## src/rtl/fpu_issue_pkg.sv

```systemverilog
// Shared opcode constants, sequencer states and instruction-class decode for the FPU issue sequencer.
// Every other file in the block imports this package.
package fpu_issue_pkg;

   localparam int INSTR_W = 32;
   localparam int CNT_W   = 16;

   localparam logic [6:0] OPC_OP_FP  = 7'b1010011;
   localparam logic [6:0] OPC_FMADD  = 7'b1000011;
   localparam logic [6:0] OPC_FMSUB  = 7'b1000111;
   localparam logic [6:0] OPC_FNMSUB = 7'b1001011;
   localparam logic [6:0] OPC_FNMADD = 7'b1001111;
   localparam logic [6:0] OPC_SYSTEM = 7'b1110011;

   typedef enum logic [2:0] {
      ST_IDLE    = 3'd0,
      ST_ISSUE   = 3'd1,
      ST_WB1     = 3'd2,
      ST_WB2     = 3'd3,
      ST_FP_WAIT = 3'd4,
      ST_HALT    = 3'd5
   } state_e;

   typedef enum logic [1:0] {
      CLS_INT = 2'd0,
      CLS_CSR = 2'd1,
      CLS_FP  = 2'd2
   } iclass_e;

   function automatic iclass_e decode_class(input logic [6:0] opcode);
      iclass_e cls;
      case (opcode)
         OPC_OP_FP, OPC_FMADD, OPC_FMSUB, OPC_FNMSUB, OPC_FNMADD: cls = CLS_FP;
         OPC_SYSTEM: cls = CLS_CSR;
         default:    cls = CLS_INT;
      endcase
      return cls;
   endfunction

endpackage

```

## src/rtl/fpu_issue_seq_if.sv

```systemverilog
// Host push handshake, decoder/FPU handshake and status bundle of the issue sequencer.
// The slave modport is the sequencer side; the master modport is the host/decoder side.
interface fpu_issue_seq_if;
   import fpu_issue_pkg::*;

   logic               host_valid;
   logic [INSTR_W-1:0] host_instr;
   logic               host_ready;
   logic               start;
   logic               resume;
   logic [INSTR_W-1:0] Instruction;
   logic               Activation_Signal;
   logic               fpu_active;
   logic               fpu_complete;
   logic               halt_req;
   logic               illegal_config;
   logic               busy;
   logic               halted;
   logic               err_timeout;
   logic               err_illegal;
   logic [CNT_W-1:0]   issued_count;

   modport slave (
      input  host_valid, host_instr, start, resume, fpu_complete, halt_req, illegal_config,
      output host_ready, Instruction, Activation_Signal, fpu_active, busy, halted,
             err_timeout, err_illegal, issued_count
   );

   modport master (
      output host_valid, host_instr, start, resume, fpu_complete, halt_req, illegal_config,
      input  host_ready, Instruction, Activation_Signal, fpu_active, busy, halted,
             err_timeout, err_illegal, issued_count
   );

endinterface

```

## src/rtl/fpu_issue_fifo.sv

```systemverilog
// Instruction buffer, DEPTH x 32; head word visible combinationally, pop/push take effect at the edge.
// Push is ignored when full, pop ignored when empty; simultaneous push and pop keep occupancy.
module fpu_issue_fifo
   import fpu_issue_pkg::*;
#(
   parameter int DEPTH = 8
) (
   input  logic               clk,
   input  logic               rst_l,
   input  logic               push_i,
   input  logic [INSTR_W-1:0] push_dat_i,
   input  logic               pop_i,
   output logic [INSTR_W-1:0] head_dat_o,
   output logic               full_o,
   output logic               empty_o
);

   localparam int AW = $clog2(DEPTH);
   localparam logic [AW:0] PTR_ONE = {{AW{1'b0}}, 1'b1};

   logic [INSTR_W-1:0] mem_q [DEPTH];
   logic [AW:0]        wr_ptr_q, wr_ptr_d;
   logic [AW:0]        rd_ptr_q, rd_ptr_d;
   logic               do_push, do_pop;

   // Extra pointer MSB distinguishes full from empty when the index bits match.
   assign empty_o = (wr_ptr_q == rd_ptr_q);
   assign full_o  = (wr_ptr_q[AW] != rd_ptr_q[AW]) && (wr_ptr_q[AW-1:0] == rd_ptr_q[AW-1:0]);

   assign do_push = push_i && !full_o;
   assign do_pop  = pop_i && !empty_o;

   assign wr_ptr_d = do_push ? (wr_ptr_q + PTR_ONE) : wr_ptr_q;
   assign rd_ptr_d = do_pop  ? (rd_ptr_q + PTR_ONE) : rd_ptr_q;

   always_ff @(posedge clk) begin
      if (!rst_l) begin
         wr_ptr_q <= '0;
         rd_ptr_q <= '0;
      end else begin
         wr_ptr_q <= wr_ptr_d;
         rd_ptr_q <= rd_ptr_d;
      end
   end

   always_ff @(posedge clk) begin
      if (do_push) begin
         mem_q[wr_ptr_q[AW-1:0]] <= push_dat_i;
      end
   end

   assign head_dat_o = mem_q[rd_ptr_q[AW-1:0]];

endmodule

```

## src/rtl/fpu_issue_seq.sv

```systemverilog
// Buffers host instructions and issues them to the decoder: 3 cycles per INT/CSR, FP held until fpu_complete.
// host_ready drops only when the buffer is full; HALT stops issue but keeps buffered words.
module fpu_issue_seq
   import fpu_issue_pkg::*;
#(
   parameter int DEPTH      = 8,
   parameter int FP_TIMEOUT = 255
) (
   input  logic          clk,
   input  logic          rst_l,
   fpu_issue_seq_if.slave bus
);

   localparam int TW = (FP_TIMEOUT < 2) ? 1 : $clog2(FP_TIMEOUT);
   localparam logic [TW-1:0]    WAIT_LAST = TW'(FP_TIMEOUT - 1);
   localparam logic [TW-1:0]    WAIT_ONE  = TW'(1);
   localparam logic [CNT_W-1:0] CNT_ONE   = CNT_W'(1);

   state_e             state_q, state_d;
   logic [INSTR_W-1:0] cur_q, cur_d;
   iclass_e            cls_q, cls_d;
   logic [TW-1:0]      wait_q, wait_d;
   logic [CNT_W-1:0]   issued_q, issued_d;
   logic               err_to_q, err_to_d;
   logic               err_il_q, err_il_d;

   logic [INSTR_W-1:0] head_dat;
   logic               fifo_full, fifo_empty;
   logic               pop;
   iclass_e            head_cls;
   logic               can_issue;

   logic [INSTR_W-1:0] instr_out;
   logic               act_out;
   logic               fpu_act_out;

   fpu_issue_fifo #(.DEPTH(DEPTH)) u_fifo (
      .clk        (clk),
      .rst_l      (rst_l),
      .push_i     (bus.host_valid),
      .push_dat_i (bus.host_instr),
      .pop_i      (pop),
      .head_dat_o (head_dat),
      .full_o     (fifo_full),
      .empty_o    (fifo_empty)
   );

   assign head_cls  = decode_class(head_dat[6:0]);
   assign can_issue = bus.start && !fifo_empty;

   always_ff @(posedge clk) begin
      if (!rst_l) begin
         state_q <= ST_IDLE;
      end else begin
         state_q <= state_d;
      end
   end

   always_ff @(posedge clk) begin
      if (!rst_l) begin
         cur_q    <= '0;
         cls_q    <= CLS_INT;
         wait_q   <= '0;
         issued_q <= '0;
         err_to_q <= 1'b0;
         err_il_q <= 1'b0;
      end else begin
         cur_q    <= cur_d;
         cls_q    <= cls_d;
         wait_q   <= wait_d;
         issued_q <= issued_d;
         err_to_q <= err_to_d;
         err_il_q <= err_il_d;
      end
   end

   always_comb begin
      state_d  = state_q;
      cur_d    = cur_q;
      cls_d    = cls_q;
      wait_d   = wait_q;
      issued_d = issued_q;
      err_to_d = err_to_q;
      err_il_d = err_il_q | (bus.illegal_config & fpu_act_out);
      case (state_q)
         ST_IDLE: begin
            if (can_issue) state_d = ST_ISSUE;
         end
         ST_ISSUE: begin
            cur_d  = head_dat;
            cls_d  = head_cls;
            wait_d = '0;
            if (bus.halt_req)          state_d = ST_HALT;
            else if (head_cls == CLS_FP) state_d = ST_FP_WAIT;
            else                       state_d = ST_WB1;
         end
         ST_WB1: begin
            state_d = bus.halt_req ? ST_HALT : ST_WB2;
         end
         ST_WB2: begin
            // FP words already retired on fpu_complete; only INT/CSR retire here.
            if (bus.halt_req) begin
               state_d = ST_HALT;
            end else begin
               if (cls_q != CLS_FP) issued_d = issued_q + CNT_ONE;
               state_d = can_issue ? ST_ISSUE : ST_IDLE;
            end
         end
         ST_FP_WAIT: begin
            if (bus.halt_req) begin
               state_d = ST_HALT;
            end else if (bus.fpu_complete) begin
               issued_d = issued_q + CNT_ONE;
               state_d  = ST_WB1;
            end else if (wait_q == WAIT_LAST) begin
               err_to_d = 1'b1;
               state_d  = ST_HALT;
            end else begin
               wait_d = wait_q + WAIT_ONE;
            end
         end
         ST_HALT: begin
            if (bus.resume) state_d = ST_IDLE;
         end
         default: state_d = ST_IDLE;
      endcase
   end

   always_comb begin
      instr_out   = '0;
      act_out     = 1'b0;
      fpu_act_out = 1'b0;
      pop         = 1'b0;
      case (state_q)
         ST_ISSUE: begin
            instr_out   = head_dat;
            pop         = 1'b1;
            fpu_act_out = (head_cls == CLS_FP);
         end
         ST_WB2: begin
            act_out = (cls_q == CLS_INT);
         end
         ST_FP_WAIT: begin
            instr_out   = cur_q;
            fpu_act_out = 1'b1;
         end
         default: ;
      endcase
   end

   assign bus.Instruction       = instr_out;
   assign bus.Activation_Signal = act_out;
   assign bus.fpu_active        = fpu_act_out;
   assign bus.host_ready        = !fifo_full;
   assign bus.busy              = (state_q != ST_IDLE) || !fifo_empty;
   assign bus.halted            = (state_q == ST_HALT);
   assign bus.err_timeout       = err_to_q;
   assign bus.err_illegal       = err_il_q;
   assign bus.issued_count      = issued_q;

endmodule

```

## src/flat_wrapper.sv

```systemverilog
// flat-port wrapper written by rule: the top's interface ports become plain ports
module fpu_issue_seq_flat import fpu_issue_pkg::*;
#(
   parameter int DEPTH      = 8,
   parameter int FP_TIMEOUT = 255
)
  (clk, rst_l, bus_host_valid, bus_host_instr, bus_start, bus_resume, bus_fpu_complete, bus_halt_req, bus_illegal_config, bus_host_ready, bus_Instruction, bus_Activation_Signal, bus_fpu_active, bus_busy, bus_halted, bus_err_timeout, bus_err_illegal, bus_issued_count);
  fpu_issue_seq_if bus_i ();
  input  logic clk;
  input  logic rst_l;
  input wire logic [$bits(bus_i.host_valid)-1:0] bus_host_valid;
  input wire logic [$bits(bus_i.host_instr)-1:0] bus_host_instr;
  input wire logic [$bits(bus_i.start)-1:0] bus_start;
  input wire logic [$bits(bus_i.resume)-1:0] bus_resume;
  input wire logic [$bits(bus_i.fpu_complete)-1:0] bus_fpu_complete;
  input wire logic [$bits(bus_i.halt_req)-1:0] bus_halt_req;
  input wire logic [$bits(bus_i.illegal_config)-1:0] bus_illegal_config;
  output wire logic [$bits(bus_i.host_ready)-1:0] bus_host_ready;
  output wire logic [$bits(bus_i.Instruction)-1:0] bus_Instruction;
  output wire logic [$bits(bus_i.Activation_Signal)-1:0] bus_Activation_Signal;
  output wire logic [$bits(bus_i.fpu_active)-1:0] bus_fpu_active;
  output wire logic [$bits(bus_i.busy)-1:0] bus_busy;
  output wire logic [$bits(bus_i.halted)-1:0] bus_halted;
  output wire logic [$bits(bus_i.err_timeout)-1:0] bus_err_timeout;
  output wire logic [$bits(bus_i.err_illegal)-1:0] bus_err_illegal;
  output wire logic [$bits(bus_i.issued_count)-1:0] bus_issued_count;
  assign bus_i.host_valid = bus_host_valid;
  assign bus_i.host_instr = bus_host_instr;
  assign bus_i.start = bus_start;
  assign bus_i.resume = bus_resume;
  assign bus_i.fpu_complete = bus_fpu_complete;
  assign bus_i.halt_req = bus_halt_req;
  assign bus_i.illegal_config = bus_illegal_config;
  assign bus_host_ready = bus_i.host_ready;
  assign bus_Instruction = bus_i.Instruction;
  assign bus_Activation_Signal = bus_i.Activation_Signal;
  assign bus_fpu_active = bus_i.fpu_active;
  assign bus_busy = bus_i.busy;
  assign bus_halted = bus_i.halted;
  assign bus_err_timeout = bus_i.err_timeout;
  assign bus_err_illegal = bus_i.err_illegal;
  assign bus_issued_count = bus_i.issued_count;
  fpu_issue_seq #(.DEPTH(DEPTH), .FP_TIMEOUT(FP_TIMEOUT)) u_core (.clk(clk), .rst_l(rst_l), .bus(bus_i));
endmodule
```

## config.mk

```make
export PLATFORM = sky130hd
export DESIGN_NAME = fpu_issue_seq_flat
export DESIGN_NICKNAME = d
export VERILOG_FILES = /design/src/rtl/fpu_issue_pkg.sv /design/src/rtl/fpu_issue_seq_if.sv /design/src/rtl/fpu_issue_fifo.sv /design/src/rtl/fpu_issue_seq.sv /design/src/flat_wrapper.sv
export SDC_FILE = /design/constraint.sdc
export NUM_CORES = 1
export LEC_CHECK = 0
export BUFFER_PORTS_ARGS = -buffer_cell sky130_fd_sc_hd__buf_2
export CAP_MARGIN = 20
export CORE_ASPECT_RATIO = 1.75
export CORE_MARGIN = 5
export CORE_UTILIZATION = 45
export DETAILED_ROUTE_END_ITERATION = 12
export HOLD_SLACK_MARGIN = 0.15
export PLACE_DENSITY = 0.75
export RECOVER_POWER = 100
export SKIP_LAST_GASP = 1
export SYNTH_ARGS = -nofsm -noshare
export SYNTH_HDL_FRONTEND = slang
export SYNTH_HIERARCHICAL = 1
export SYNTH_SLANG_ARGS = --single-unit
```

## constraint.sdc

```tcl
create_clock -name clk -period 4.5 [get_ports clk]
set_clock_uncertainty 0.1 [all_clocks]
set_input_delay 0.675 -clock clk [delete_from_list [all_inputs] [get_ports clk]]
set_output_delay 0.675 -clock clk [all_outputs]
set_load 0.02 [all_outputs]
```

==> impl_results.md <==
* Outcome: complete, but fails checks
* Failing checks: max-capacitance violations, max-slew violations
* Post-CTS Setup Bufs at 0
* RR Startpoint: u_core/u_fifo/wr_ptr_q[1]$_SDFFE_PN0P_
* Hold Crit Start: bus_illegal_config
* Req. time, crit path at 3.72 ns
* Logic pwr share at 0.157
* Top cell type's share of synthesized area at 0.563
* Setup violators final at 0
* Arrival time at the worst endpoint at 3.25 ns
* Initial antenna violation count at 7
* M3 GR Usage at 0.0327
* Final hold vios at 0
* Max Transition Viols Final at 309
* Hold path endpoint: u_core/bus.err_illegal$_SDFF_PN0_
* DRT Wirelength at 27300 µm
* Largest net degree at the start of global routing at 56
* Via density at 5.49
* GRT overflow at 0
* Commonest non-fill, non-tap cell in the layout: edfxtp_1
* Synthesis-to-layout area growth at 11.7%
* Slew HR at -0.640
* First-pass iteration count of the detailed router at 5
* Startpoint class of the critical path: flop
* Sequential Power Share at 0.491
* Core Util, Final at 0.508
* Core Region at 30100 µm²
* MaxCap Viol Count at 9
* Synth top area cells: edfxtp_1 (56%), dfxtp_1 (11%), mux4_2 (5.9%)
* Net switching power at 1.93 mW
* Number of flops mapped to enable cells by yosys at 256
* Peak supply drop at 334 µV
* Worst hold path class: in -> reg
* R2R depth at 4
* Core Rows at 84
* Least-Margin Pin Slew at 2.45 ns
* Later-pin clock latency in the skew report at 0.55 ns
* NumNets Final at 999
* CTS buffer count at 28
* Synth Cell Area at 13700 µm²
* Post-synthesis cell count at 858
* R2r setup slk at 0.50 ns
* Die Wd at 142 µm
* Antenna viol nets, final at 0
* Synthesized Nets at 903
* Vias at 7499
* Clock sink count at 330
* RD Place Congestion at 0.755
* Starting DRT DRC Count at 477
* H-tree depth at 1
* Crit. End Element: output pin
* CTS tree: yes
* Vias in the first global route at 7571
* Post-route DRC at 0
* Starting density of the core at 0.455
* RSZ-0062 raised after global routing: false
* Hold-fix buffers, CTS at 0
* Root Buffer: clkbuf_16
* Fillers at 2503
* Syn_area_per_cell at 15.9 µm²
* Setup CP Type: reg -> out
* Clock share of power at 0.351
* GR peak layer: met2
* Wirelength per Cell at 20.0 µm
* Min cycle time layout at 4.03 ns
* GRT Total Usage at 0.161
* Most frequent cells in the layout: edfxtp_1 (256), nand2_1 (156), clkbuf_1 (99), dfxtp_1 (71)
* Buffers on Ports at 94
* Post-detail-place hpwl at 17000 µm
* Worst hold path depth at 3
* Die Ht at 241 µm
* Sequential area share after synthesis at 0.671
* Switching Share at 0.267
* Share of cells above drive strength 1 at 0.133
* Synth cell types at 60
* Synthesized flop and latch total at 330
* Clk buf depth at 3
* Register area at 9180 µm²
* Clock-pin slew on the worst setup and hold paths at 0.07 ns
* Fin cells at 1366
* Crit Reg-Reg Endpoint: u_core/u_fifo/mem_q[7][22]$_DFFE_PP_
* Crit-path max FO at 18
* Crit. Startpoint: u_core/state_q[2]$_SDFFE_PN0P_
* Die area at 34100 µm²
* Placed cell area at 14500 µm²
* GR Layer Usage met2 at 0.296
* Pint at 5.28 mW
* Global-route wire length before repair at 42700 µm
* Leakage at 5.02 nW
* Fmax achieved at 0.248 GHz
* Post-synthesis async set-or-reset flop share at 0
* Post-route clock period utilization at 0.895
* Post-layout instance area at 15300 µm²
* IO Count at 95
* Yosys top cell by area: edfxtp_1
* Post-CTS resize count at 0
* Power per cell area at 473 nW/µm²
* Synth Warn # at 6
* M1 GR Usage at 0.188
* Hold slack at 0.286 ns
* Most common flop cell mapped by yosys: edfxtp_1
* Multi-input logic area at 4120 µm²
* Placed Instances at 1311
power by group through the flow:
stage	Combinational [mW]	Clock, mW	Sequential, mW
after CTS	1.22	2.59	3.54
final	1.13	2.53	3.54
after floorplan	0.915	0	3.54
after detailed placement	1.21	0	3.61
after global placement	1.19	0	3.60
after global routing	1.24	2.73	3.56
worst max-delay path: stages, from the launching register on:
cell and delay (ns):
dfxtp_1 0.55, nor3b_2 1.16, clkbuf_1 0.48, nand2_1 0.10, nand2_1 0.15, clkbuf_1 0.25
sequential cells by signal, summed over array words and instances (netlist names), named ones only:
signal / cells
u_core/cur_q: 32
u_core/cls_q: 2
u_core/u_fifo/rd_ptr_q: 4
u_core/bus.issued_count: 16
u_core/u_fifo/mem_q: 256
u_core/wait_q: 8
u_core/bus.err_illegal: 1
u_core/u_fifo/wr_ptr_q: 4
u_core/bus.err_timeout: 1
u_core/state_q: 3
cells in the mapped netlist, types with 4 or more instances:
cell / n
a21boi_0: 34
a21oi_1: 9
and2_1: 15
buf_2: 14
buf_6: 9
clkbuf_1: 16
dfxtp_1: 74
edfxtp_1: 256
ha_1: 5
inv_1: 7
mux2_2: 18
mux2_4: 16
mux2i_1: 10
mux4_1: 28
mux4_2: 36
nand2_1: 156
nand2b_1: 10
nand3_1: 16
nand4_1: 6
nor2_1: 14
nor2b_1: 4
nor3_1: 9
nor4_1: 4
o21ai_0: 11
xnor2_1: 12
xor2_1: 14
cell families after synthesis:
family,after synthesis,synth area share
flops,330,0.671
buf+inv,53,0.0223
compound gates,76,0.0416
mux,108,0.153
xor+xnor,26,0.0167
simple gates,260,0.0910
fa+ha+maj,5,0.00458
metrics by stage:
| stage | setup WS [ns] | TNS [ns] | total power [mW] |
|---|---|---|---|
| after floorplan | -0.420 | -48.39 | 4.46 |
| after global placement | 1.31 | 0 | 4.79 |
| after detailed placement | 1.27 | 0 | 4.82 |
| after CTS | 0.681 | 0 | 7.35 |
| after global routing | 0.294 | 0 | 7.53 |
| final | 0.471 | 0 | 7.21 |
final cells by class:
class	count	share of cell area
diodes	3	0.000492
repair buffers	111	0.0295
clock buffers	34	0.0501
clock inverters	18	0.0150
well taps	387	0.0317
inverters	8	0.00197
multi-input cells	475	0.270
flip-flops and latches	330	0.601
worst max-delay path by stage:
stage                                                      to  slack [ns]
after floorplan           u_core/u_fifo/mem_q[2][0]$_DFFE_PP_       -0.42
after global placement                    bus_Instruction[31]        1.31
after detailed placement                  bus_Instruction[31]        1.27
after CTS                                 bus_Instruction[31]        0.68
after global routing                      bus_Instruction[18]        0.29
final                                     bus_Instruction[12]        0.47
metal layers:
layer,vias up,share of wire
li1,3468,-
met1,3783,0.38
met2,190,0.53
met3,48,0.064
met4,10,0.023
met5,-,0.0022
No activity file was read; power rests on OpenSTA's default activity.
